## config.mk

```make
export PLATFORM = sky130hd
export DESIGN_NAME = shift_add_multiplier
export DESIGN_NICKNAME = d
export VERILOG_FILES = /design/src/rtl/shift_add_multiplier.sv
export SDC_FILE = /design/constraint.sdc
export NUM_CORES = 1
export LEC_CHECK = 0
export BUFFER_PORTS_ARGS = -buffer_cell sky130_fd_sc_hd__buf_2
export CORE_MARGIN = 2
export CORE_UTILIZATION = 45
export DETAILED_ROUTE_END_ITERATION = 6
export MAX_ROUTING_LAYER = met4
export SLEW_MARGIN = 15
export SYNTH_ARGS = -nofsm -noshare
export SYNTH_HDL_FRONTEND = slang
export SYNTH_SLANG_ARGS = --single-unit
```

## constraint.sdc

```tcl
create_clock -name clk -period 2.9 [get_ports clk]
set_input_delay 0.145 -clock clk [delete_from_list [all_inputs] [get_ports clk]]
set_output_delay 0.145 -clock clk [all_outputs]
set_load 0.05 [all_outputs]
```

## src/rtl/shift_add_multiplier.sv

```systemverilog
// Sequential 4x4 unsigned shift-and-add multiplier.
// One operation takes 4 RUN steps plus a single DONE cycle; the block is
// back in IDLE one edge after the done pulse, so a new start is accepted
// every 6 cycles at most.
module shift_add_multiplier (
  input  logic       clk,
  input  logic       reset,
  input  logic       start,
  input  logic [3:0] a,
  input  logic [3:0] b,
  output logic [7:0] product,
  output logic       done,
  output logic       busy
);

  localparam logic [1:0] S_IDLE = 2'd0;
  localparam logic [1:0] S_RUN  = 2'd1;
  localparam logic [1:0] S_DONE = 2'd2;

  logic [1:0] r_state;
  logic [7:0] r_mcand;
  logic [3:0] r_mplier;
  logic [7:0] r_sum;
  logic [1:0] r_cnt;
  logic [7:0] r_product;
  logic [7:0] w_addend;
  logic [7:0] w_sum_next;

  // Partial sum after the current step; the final step's addition is
  // folded in here so the product can be captured on the same edge.
  always_comb begin
    w_addend   = r_mplier[0] ? r_mcand : 8'd0;
    w_sum_next = r_sum + w_addend;
  end

  // FSM and datapath: load on start in IDLE, one shift/add per RUN edge,
  // capture the result on the last RUN edge, then one DONE cycle.
  always_ff @(posedge clk or posedge reset) begin
    if (reset) begin
      r_state   <= S_IDLE;
      r_mcand   <= 8'd0;
      r_mplier  <= 4'd0;
      r_sum     <= 8'd0;
      r_cnt     <= 2'd0;
      r_product <= 8'd0;
    end else begin
      case (r_state)
        S_IDLE: begin
          if (start) begin
            r_mcand  <= {4'd0, a};
            r_mplier <= b;
            r_sum    <= 8'd0;
            r_cnt    <= 2'd0;
            r_state  <= S_RUN;
          end
        end
        S_RUN: begin
          r_sum    <= w_sum_next;
          r_mcand  <= {r_mcand[6:0], 1'b0};
          r_mplier <= {1'b0, r_mplier[3:1]};
          r_cnt    <= r_cnt + 2'd1;
          if (r_cnt == 2'd3) begin
            r_product <= w_sum_next;
            r_state   <= S_DONE;
          end
        end
        S_DONE: begin
          r_state <= S_IDLE;
        end
        default: begin
          r_state <= S_IDLE;
        end
      endcase
    end
  end

  // Status flags decode directly from the registered state, so they are
  // glitch-free and mutually exclusive.
  always_comb begin
    busy    = (r_state == S_RUN);
    done    = (r_state == S_DONE);
    product = r_product;
  end

endmodule

```

==> reports/metrics.cfg, run 1 <==
[status]
outcome=completed

[clocking]
path_clk_slew_ns=0.06
cts.sinks=32
cts_tree=done
clk_path_buf_depth=2
htreeDepth=2
root_buffer=clkbuf_8
worstSkewPairLatency_ns=0.28
cts_setup_buffers=0
cts_made_buffers=5

[synth]
ys_types=33
synth_area_um2=1685
synth_edf_count=0
yosysWarnings=0
ys_seq_elements=32
async_flop_share=1.000
ys_seq_area_frac=0.4751
synthCells=163
syn-num-nets=183
synth_ff_type=dfrtp_1
avgSynthCellArea_um2=10.34

[timing]
setup_viol=0
rsz0062_at_grt=false
slew-limit-headroom=0.6444
max_slew.worst_pin.slew_ns=0.5324
drv_slew=0
period_share=0.8097
clock_skew_ns=0.003812
post-route-min-period_ns=2.348
fmax_mhz=425.9
fin_tns_setup_ns=0
whs_ns=0.08436
finalHoldViolations=0

[global_route]
track_usage=0.1865
use_met3=0.06507
antenna_found_initial=0
gr-usage-met1=0.2219
gr-total-overflow=0
grt_max_degree=33
grt_pass1_vias=1268
grt_util_met2=0.2844
grt_pass1_wl_um=5747
busiest_layer=met2

[min_path]
min_path_cells=2
hold_path_end=r_mcand[0]
min_path_type=in -> reg
min_from=a[0]

[power_and_ir_drop]
power_density_nw_per_um2=1082
ir_worst_vdd_uv=572.5
p_leak_uw=0.0009810
finalPower_uw=2116

[critical_path]
r2r_cells=9
timing.rr.end=product[4]
r2r_setup_slack_ns=0.55
cp_max_fo=9
r2r_start=r_mplier[0]
startpoint_type=flip-flop
cp-end-kind=flip-flop
crit_type=reg -> reg
critPathRequiredTime_ns=3.07
critPathArrivalTime_ns=2.51

[drt]
vias_per_cell=5.244
firstDrtPassIters=4
drtAntennaViolNets=0
drc=0
wire_per_inst_um=14.02
route.vias.total=1248
routed_wl_um=3337
drt_iter0_drc=73

[floorplanning]
die_area_um2=4251
die_w_um=65.20
num_rows=22
fp.dieH_um=65.20
start_util=0.4638
core_um2=3633
pin_count=21

[placement]
dp_hpwl_um=2379
numPortBuffers=20
place.gp.congestion=0.8085
dpl_cell_area_um2=1849

[final_layout]
fillers=337
fin_area_um2=1956
syn_to_final_growth_pct=16.04
regArea_um2=800.8
final_util=0.5382
antenna_cells=0
drive_above_1_share=0.2000
finalNetCount=210
multiInputGateArea_um2=819.5

[flow_run]
cap_violations=0

[metrics by stage]
| stage | cells | setup WS, ns |
|---|---|---|
| floorplan | 163 | 0.8690 |
| global placement | 230 | 0.7112 |
| detailed placement | 230 | 0.5926 |
| CTS | 238 | 0.5753 |
| global route | 238 | 0.3137 |
| finish | 238 | 0.5519 |
[power breakdown]
part / internal [uW] / switching, uW / leakage, uW
Combinational: 376 / 611 / 0.000514
Sequential: 627 / 139 / 0.000417
Clock: 211 / 152 / 0.0000503
[layout make-up]
type | count | area share
clock buffer | 7 | 0.04926
inverter | 9 | 0.01983
multi-input combinational | 117 | 0.4191
timing repair buffer | 25 | 0.07166
tap | 48 | 0.03071
sequential | 32 | 0.4095
[critical path, stage by stage, from the launching register on]
cell and delay, ns:
dfrtp_1 0.46, and2_1 0.17, ha_1 0.18, inv_1 0.07, fa_1 0.40, nor2b_1 0.13
o21ai_0 0.11, a21oi_1 0.33, nor2b_1 0.11, mux2_2 0.27
[synth_stat cells (3+ instances only)]
master    number  area [um^2]
and3b_1        5        43.79
a22o_1        11        96.34
xnor2_1        3        26.28
nor2b_1        4        25.02
ha_1           8        100.1
inv_1          7        26.28
o21ai_0       17        85.08
nand3_1        3        15.01
and2_1         7        43.79
nand2_1       17        63.81
mux2_2         5        56.30
nand2b_1       3        18.77
dfrtp_1       32        800.8
clkbuf_1       4        15.01
nor2_1         4        15.01
a21oi_1       10        50.05
nor3_1         3        15.01
[worst max-delay path by stage]
stage | startpoint | to | slack, ns
2_1_floorplan | r_mplier[0] | product[4] | 0.87
3_3_place_gp | r_mplier[0] | product[4] | 0.71
3_5_place_dp | r_mplier[0] | product[4] | 0.59
4_1_cts | r_mplier[0] | product[4] | 0.58
5_1_grt | r_mplier[0] | product[4] | 0.31
6_report | r_mplier[0] | product[4] | 0.55
[layer usage]
layer	up-vias	wire length, um
met2	23	1602
li1	631	-
met3	4	172
met5	-	0
met4	0	38
met1	590	1524
[cells by family (layout without fill, tap and decap cells)]
family | count (synthesis) | count (layout) | share of synthesized area
simple gates | 51 | 51 | 0.1663
compound gates | 45 | 45 | 0.1693
flops | 32 | 32 | 0.4751
buf+inv | 14 | 41 | 0.03860
fa+ha+maj | 9 | 9 | 0.07127
mux | 7 | 7 | 0.04528
xor+xnor | 5 | 5 | 0.03415
[flip-flops by register name, indices dropped and copies added, names as in the netlist]
signal and flops:
product 8, r_cnt 2, r_mcand 8, r_mplier 4, r_state 2, r_sum 8
[cells in the final DEF (no fill, tap or decap), drive strengths merged, types with 2 or more instances in the layout]
| master | synthesis | layout |
|---|---|---|
| nand2 | 18 | 18 |
| nand3 | 3 | 3 |
| o211ai | 2 | 2 |
| a22o | 11 | 11 |
| mux2i | 2 | 2 |
| inv | 7 | 7 |
| nor2b | 4 | 4 |
| o21ai | 17 | 17 |
| a211oi | 2 | 2 |
| nor2 | 4 | 4 |
| nor3 | 3 | 3 |
| clkinv | 2 | 2 |
| mux2 | 5 | 5 |
| and2 | 7 | 7 |
| clkbuf | 4 | 7 |
| and3b | 5 | 5 |
| buf | 1 | 24 |
| dfrtp | 32 | 32 |
| a21oi | 10 | 10 |
| or4 | 2 | 2 |
| nand2b | 3 | 3 |
| ha | 8 | 8 |
| xnor2 | 3 | 3 |
[timing repair]
item | in CTS | in global routing
endpoints found under the setup margin | 0 | 0
hold endpoints to repair | 32 | 0
resized for setup | 0 | 0
hold buffers | 1 | 0
No activity file was read; power rests on OpenSTA's default activity.
==> inputs of run 2 (changes only) <==
--- a/config.mk
+++ b/config.mk
@@ -10,6 +10,7 @@
 export CORE_UTILIZATION = 45
 export DETAILED_ROUTE_END_ITERATION = 6
 export MAX_ROUTING_LAYER = met4
+export PLACE_DENSITY = 0.67
 export SLEW_MARGIN = 15
 export SYNTH_ARGS = -nofsm -noshare
 export SYNTH_HDL_FRONTEND = slang
==> constraint.sdc (replaced) <==
create_clock -name clk -period 1.9 [get_ports clk]
set_input_delay 0.095 -clock clk [delete_from_list [all_inputs] [get_ports clk]]
set_output_delay 0.095 -clock clk [all_outputs]
set_load 0.05 [all_outputs]
==> run 2 against run 1 <==
The flow now finishes with violations (setup timing). Sequential share of layout area shrank 4.0 points. Clock skew about the same. Combinational power grew 84%. Critical path depth shrank 1. Largest power group unchanged.
==> reports/metrics.cfg, run 2 (same netlist as run 1, synthesis figures left out) <==
[status]
outcome=complete, but fails checks  ; was completed
violations=setup timing

[critical_path]
r2r_cells=8  ; was 9
endpoint=product[6]  ; was product[4]
r2r_start=r_mplier[0]  ; unchanged
crit_chain=and2_1 > ha_1 > nor2b_2 > o21ai_2 > a21oi_2 > buf_4 > or4_1 > nand3_1  ; was and2_1 > ha_1 > inv_1 > fa_1 > nor2b_1 > o21ai_0 > a21oi_1 > nor2b_1 > mux2_2
timing.rr.end=product[6]  ; was product[4]
critPathRequiredTime_ns=2.12  ; was 3.07 ns
r2r_setup_slack_ns=-0.14  ; was 0.55 ns
slowest_delay_ns=0.43  ; was 0.46 ns
crit_family=simple AND/OR/NAND/NOR gates  ; was adder cells
worstSetupStartpoint=r_mplier[0]  ; unchanged
path_buf_inv=1  ; unchanged
critPathArrivalTime_ns=2.26  ; was 2.51 ns
crit_type=reg -> reg  ; unchanged
startpoint_type=flip-flop  ; unchanged
cp_max_fo=7  ; was 9
cp-end-kind=flip-flop  ; unchanged
cp_slowest_cell=dfrtp_1  ; unchanged
cp_num_cells=8  ; was 9

[final_layout]
regArea_um2=800.8  ; unchanged
finalNetCount=227  ; was 210
final_cell_mix=dfrtp_1, buf_4, buf_2  ; was dfrtp_1, buf_2, nand2_1, o21ai_0, a22o_1
mostFrequentLayoutCell=dfrtp_1  ; unchanged
syn_to_final_growth_pct=28.43  ; was 16.04%
drive_above_1_share=0.3285  ; was 0.2000
multiInputGateArea_um2=900.9  ; was 819.5 um^2
fillers=322  ; was 337
antenna_cells=0  ; unchanged
stdcell_count=255  ; was 238

[timing]
setup_viol=6  ; was 0
setup_ws_ns=-0.1392  ; was 0.5519 ns
finalHoldViolations=0  ; unchanged
clock_skew_ns=0.003718  ; was 0.003812 ns
rsz0062_at_grt=true  ; was false
drv_slew=0  ; unchanged
max_slew.worst_pin.slew_ns=0.3972  ; was 0.5324 ns
slew-limit-headroom=0.7352  ; was 0.6444
period_share=1.073  ; was 0.8097
post-route-min-period_ns=2.039  ; was 2.348 ns
fmax_mhz=490.4  ; was 425.9 MHz

[min_path]
min_path_type=in -> reg  ; unchanged

[power_and_ir_drop]
comb_power_share=0.515  ; was 0.467
ir_worst_vdd_uv=737.3  ; was 572.5 uV
seqPwrFrac=0.325  ; was 0.362
p_clk_frac=0.160  ; was 0.172
p_leak_uw=0.001070  ; was 0.0009810 uW
power.switching_uw=1496  ; was 901.8 uW
swShare=0.4244  ; was 0.4261
internal_power_uw=2029  ; was 1215 uW
power_density_nw_per_um2=1628  ; was 1082 nW/um^2

[placement]
dp_hpwl_um=2741  ; was 2379 um
place.gp.congestion=0.8591  ; was 0.8085
numPortBuffers=20  ; unchanged
place_inst=245  ; was 230
post-place-ws_ns=-0.08401  ; was 0.5926 ns

[drt]
vias_per_cell=5.310  ; was 5.244
drtAntennaViolNets=0  ; unchanged
drc=0  ; unchanged
firstDrtPassIters=4  ; unchanged
route.vias.total=1354  ; was 1248
wire_per_inst_um=15.22  ; was 14.02 um
drt_iter0_drc=65  ; was 73
routed_wl_um=3882  ; was 3337 um

[global_route]
grt_max_degree=33  ; unchanged
grt_pass1_vias=1433  ; was 1268
grt_util_met2=0.3406  ; was 0.2844
gr-total-overflow=0  ; unchanged
grt_pass1_wl_um=6444  ; was 5747 um
use_met3=0.06164  ; was 0.06507
busiest_layer=met2  ; unchanged
track_usage=0.2109  ; was 0.1865
gr-usage-met1=0.2394  ; was 0.2219
antenna_found_initial=0  ; unchanged

[clocking]
htreeDepth=2  ; unchanged
cts.sinks=32  ; unchanged
root_buffer=clkbuf_8  ; unchanged
clk_path_buf_depth=2  ; unchanged
worstSkewPairLatency_ns=0.28  ; about the same
path_clk_slew_ns=0.06  ; about the same
cts_tree=done  ; unchanged
cts_made_buffers=5  ; unchanged

[floorplanning]
start_util=0.4638  ; unchanged
die_w_um=65.20  ; unchanged
fp.dieH_um=65.20  ; unchanged
die_area_um2=4251  ; unchanged
pin_count=21  ; unchanged
num_rows=22  ; unchanged
core_um2=3633  ; unchanged

[flow_run]
cap_violations=0  ; unchanged

run 2: changes by cell type in the layout (fill, tap and decap cells not counted), moves of 2 or more:
| cell | before | now |
|---|---|---|
| o21ai_2 | 0 | 2 |
| ha_4 | 0 | 3 |
| o21ai_0 | 17 | 13 |
| buf_4 | 4 | 21 |
| a21oi_2 | 0 | 2 |
| o21ai_1 | 0 | 2 |
| ha_1 | 8 | 5 |
| a21oi_1 | 10 | 8 |
run 2: layout make-up:
| class | instances | share of cell area |
|---|---|---|
| well taps | 48 | 0.02775 |
| multi-input cells | 117 | 0.4162 |
| flip-flops and latches | 32 | 0.3699 |
| inverters | 9 | 0.01792 |
| clock buffers | 7 | 0.04451 |
| repair buffers | 42 | 0.1237 |
run 2: power groups by stage:
stage	sequential (uW)	clock [uW]	combinational (uW)
6_report	1140	564	1820
5_1_grt	1170	627	1980
4_1_cts	1130	589	1760
3_5_place_dp	1140	0	1730
3_3_place_gp	1120	0	1680
2_1_floorplan	1350	0	989
run 2: worst reg2reg max path, stage by stage, from the launching register on:
cell and delay [ns]:
dfrtp_1 0.43, and2_1 0.16, ha_1 0.32, nor2b_2 0.18, o21ai_2 0.15, a21oi_2 0.10, buf_4 0.14, or4_1 0.40
nand3_1 0.10
run 2: worst min-delay path by stage:
stage	startpoint	to	cells past startpoint
finish	a[0]	r_mcand[0]	2
global route	a[0]	r_mcand[0]	2
CTS	a[0]	r_mcand[0]	2
detailed placement	reset	r_cnt[1]	3
global placement	reset	r_mcand[7]	3
floorplan	reset	product[0]	1
run 2: per-stage QoR:
stage | util | area (um^2) | hold slack (ns) | total power, uW | setup TNS [ns]
global route | 0.5957 | 2165 | 0.02295 | 3787 | -1.116
finish | 0.5957 | 2165 | 0.02907 | 3524 | -0.4806
global placement | 0.5437 | 1976 | 0.1907 | 2807 | -0.04433
floorplan | - | 1699 | 0.2112 | 2338 | -0.02826
detailed placement | 0.5437 | 1976 | 0.1980 | 2878 | -0.2733
CTS | 0.5782 | 2101 | 0.02110 | 3479 | -0.1860
run 2: what timing repair did:
| action | CTS | global route |
|---|---|---|
| pin swaps | 7 | 7 |
| setup endpoints to repair | 7 | 8 |
| buffers inserted | 1 | 1 |
| hold buffers | 1 | 0 |
| endpoints found under the hold margin | 32 | 0 |
| gates resized for setup | 3 | 11 |
run 2: per-layer routing:
layer	wire (um)	share of wire
met1	1740	0.45
met2	1946	0.50
met3	117	0.030
met4	78	0.020
met5	0	0
==> inputs of run 3 (changes only) <==
--- a/config.mk
+++ b/config.mk
@@ -7,10 +7,10 @@
 export LEC_CHECK = 0
 export BUFFER_PORTS_ARGS = -buffer_cell sky130_fd_sc_hd__buf_2
 export CORE_MARGIN = 2
-export CORE_UTILIZATION = 45
+export CORE_UTILIZATION = 51
 export DETAILED_ROUTE_END_ITERATION = 6
 export MAX_ROUTING_LAYER = met4
-export PLACE_DENSITY = 0.67
+export PLACE_DENSITY = 0.71
 export SLEW_MARGIN = 15
 export SYNTH_ARGS = -nofsm -noshare
 export SYNTH_HDL_FRONTEND = slang
==> run 3 against run 2 <==
The flow still finishes with violations (setup timing). Critical path depth unchanged. Sequential share of layout area is 0.63 points lower. Via count up 0.81%. Hold slack improved by 0.037 ns. Critical path type unchanged. Largest power group unchanged. Highest routed layer unchanged.
==> reports/metrics.cfg, run 3 (same netlist as run 1, synthesis figures left out) <==
[status]
outcome=complete, but fails checks  ; unchanged
violations=setup timing  ; unchanged

[power_and_ir_drop]
power_density_nw_per_um2=1598  ; was 1628 nW/um^2
swShare=0.4275  ; was 0.4244
power.switching_uw=1504  ; was 1496 uW
seqPwrFrac=0.324  ; was 0.325
ir_worst_vdd_uv=973.7  ; was 737.3 uV
p_leak_uw=0.001076  ; was 0.001070 uW
internal_power_uw=2014  ; was 2029 uW
comb_power_share=0.531  ; was 0.515
p_clk_frac=0.145  ; was 0.160

[critical_path]
path_buf_inv=1  ; unchanged
crit_top_cell=nand2_1
cp_max_fo=4  ; was 7
cp_slowest_cell=dfrtp_1  ; unchanged
slowest_delay_ns=0.41  ; was 0.43 ns
r2r_start=r_mplier[0]  ; unchanged
critPathRequiredTime_ns=2.13  ; was 2.12 ns
critPathArrivalTime_ns=2.22  ; was 2.26 ns
startpoint_type=flip-flop  ; unchanged
worstSetupStartpoint=r_mplier[0]  ; unchanged
cp-end-kind=flip-flop  ; unchanged
crit_chain=nand2_1 > inv_1 > ha_1 > a211oi_2 > o211ai_1 > nand2_1 > xnor3_1 > mux2_2  ; was and2_1 > ha_1 > nor2b_2 > o21ai_2 > a21oi_2 > buf_4 > or4_1 > nand3_1
crit_type=reg -> reg  ; unchanged
crit_family=flip-flops  ; was simple AND/OR/NAND/NOR gates

[global_route]
grt_pass1_wl_um=6072  ; was 6444 um
gr-total-overflow=0  ; unchanged
antenna_found_initial=0  ; unchanged
grt_max_degree=33  ; unchanged
track_usage=0.2328  ; was 0.2109
grt_pass1_vias=1383  ; was 1433

[final_layout]
fin_area_um2=2202  ; was 2165 um^2
final_cell_mix=dfrtp_1, buf_2, buf_4  ; was dfrtp_1, buf_4, buf_2
antenna_cells=0  ; unchanged
finalNetCount=229  ; was 227
mostFrequentLayoutCell=dfrtp_1  ; unchanged
drive_above_1_share=0.3476  ; was 0.3285
syn_to_final_growth_pct=30.66  ; was 28.43%

[floorplanning]
pin_count=21  ; unchanged
fp.dieH_um=61.49  ; was 65.20 um
num_rows=20  ; was 22
die_area_um2=3780  ; was 4251 um^2
start_util=0.5431  ; was 0.4638
die_w_um=61.49  ; was 65.20 um
core_um2=3103  ; was 3633 um^2

[timing]
max_slew.worst_pin.slew_ns=0.3964  ; was 0.3972 ns
fmax_mhz=504.2  ; was 490.4 MHz
slew-limit-headroom=0.7357  ; was 0.7352
post-route-min-period_ns=1.983  ; was 2.039 ns
rsz0062_at_grt=true  ; unchanged
period_share=1.044  ; was 1.073
clock_skew_ns=0.008077  ; was 0.003718 ns
setup_ws_ns=-0.08338  ; was -0.1392 ns
drv_slew=0  ; unchanged
setup_viol=5  ; was 6
whs_ns=0.06560  ; was 0.02907 ns
finalHoldViolations=0  ; unchanged

[placement]
place.gp.congestion=0.8575  ; was 0.8591
numPortBuffers=20  ; unchanged
dp_hpwl_um=2518  ; was 2741 um
dpl_cell_area_um2=1963  ; was 1976 um^2

[clocking]
cts_made_buffers=5  ; unchanged
cts.sinks=32  ; unchanged
worstSkewPairLatency_ns=0.34  ; was 0.28 ns
clk_path_buf_depth=2  ; unchanged
cts_tree=done  ; unchanged
path_clk_slew_ns=0.10  ; was 0.06 ns
root_buffer=clkbuf_4  ; was clkbuf_8
htreeDepth=2  ; unchanged

[drt]
wire_per_inst_um=14.92  ; was 15.22 um
dr_wl_met2_um=1937  ; was 1946 um
highest_layer=met4  ; unchanged
drc=0  ; unchanged
m1WireLength_um=1636  ; was 1740 um
drt_iter0_drc=55  ; was 65
met3_length_um=175  ; was 117 um
routed_wl_um=3789  ; was 3882 um
vias_per_cell=5.374  ; was 5.310
route.vias.total=1365  ; was 1354
firstDrtPassIters=4  ; unchanged
drtAntennaViolNets=0  ; unchanged

[min_path]
min_path_type=in -> reg  ; unchanged
min_from=b[2]  ; was a[0]

[flow_run]
cap_violations=0  ; unchanged

==> run 3: changes by cell type in the layout (fill, tap and decap cells not counted), sizes merged <==
cell         delta
dlygate4sd3     +2
bufinv          +1
clkbuf          -1
clkinv          +1
==> run 3: worst paths after layout <==
path / end / slack [ns] / cells past startpoint
max in group asynchronous: r_sum[1] / 1.24 / 4
max reg2reg: product[7] / -0.08 / 8
min reg2reg: product[2] / 0.48 / 2
min: r_mplier[2] / 0.07 / 3
max: product[7] / -0.08 / 8
min in group asynchronous: r_mcand[4] / 0.38 / 4
==> run 3: power by group through the flow <==
stage	Sequential [uW]	Combinational, uW	Clock, uW
floorplan	1350	989	0
global placement	1130	1640	0
detailed placement	1140	1700	0
CTS	1120	1760	521
global route	1180	2050	549
finish	1140	1870	510
==> run 3: cell type report <==
class                           count  area, um^2
Multi-Input combinational cell    117       939.7
Fill cell                         247       900.9
Sequential cell                    32       800.8
Timing Repair Buffer               44       291.5
Tap cell                           44       55.05
Clock buffer                        6       41.29
Inverter                            9       38.79
Clock inverter                      2       35.03
==> run 3: what timing repair did <==
item,in CTS,in global routing
setup endpoints to repair,7,8
resized for setup,4,16
pin swaps,4,7
cloned,0,0
endpoints found under the hold margin,34,0
hold buffers,3,0
buffers inserted,2,1
==> run 3: worst register-to-register path, stage by stage (launching register included) <==
cell and delay, ns:
dfrtp_1 0.41, nand2_1 0.10, inv_1 0.05, ha_1 0.32, a211oi_2 0.31, o211ai_1 0.11, nand2_1 0.12, xnor3_1 0.20
mux2_2 0.26
==> run 3: per-layer routing <==
layer  global-route usage  up-vias
met5                    -        -
met4              0.09422        0
met3              0.05672        4
met2               0.3925       31
met1               0.2642      655
li1                     -      675
==> run 3: metrics by stage <==
step / TNS [ns] / utilization / worst slack [ns] / instances / total power [uW]
2_1_floorplan: -0.02826 / - / -0.01628 / 163 / 2338
6_report: -0.2276 / 0.7097 / -0.08338 / 254 / 3518
3_3_place_gp: -0.1508 / 0.6327 / -0.05752 / 240 / 2774
3_5_place_dp: -0.5527 / 0.6327 / -0.1472 / 240 / 2840
4_1_cts: -0.4813 / 0.6762 / -0.1233 / 253 / 3402
5_1_grt: -0.9559 / 0.7097 / -0.1556 / 254 / 3772
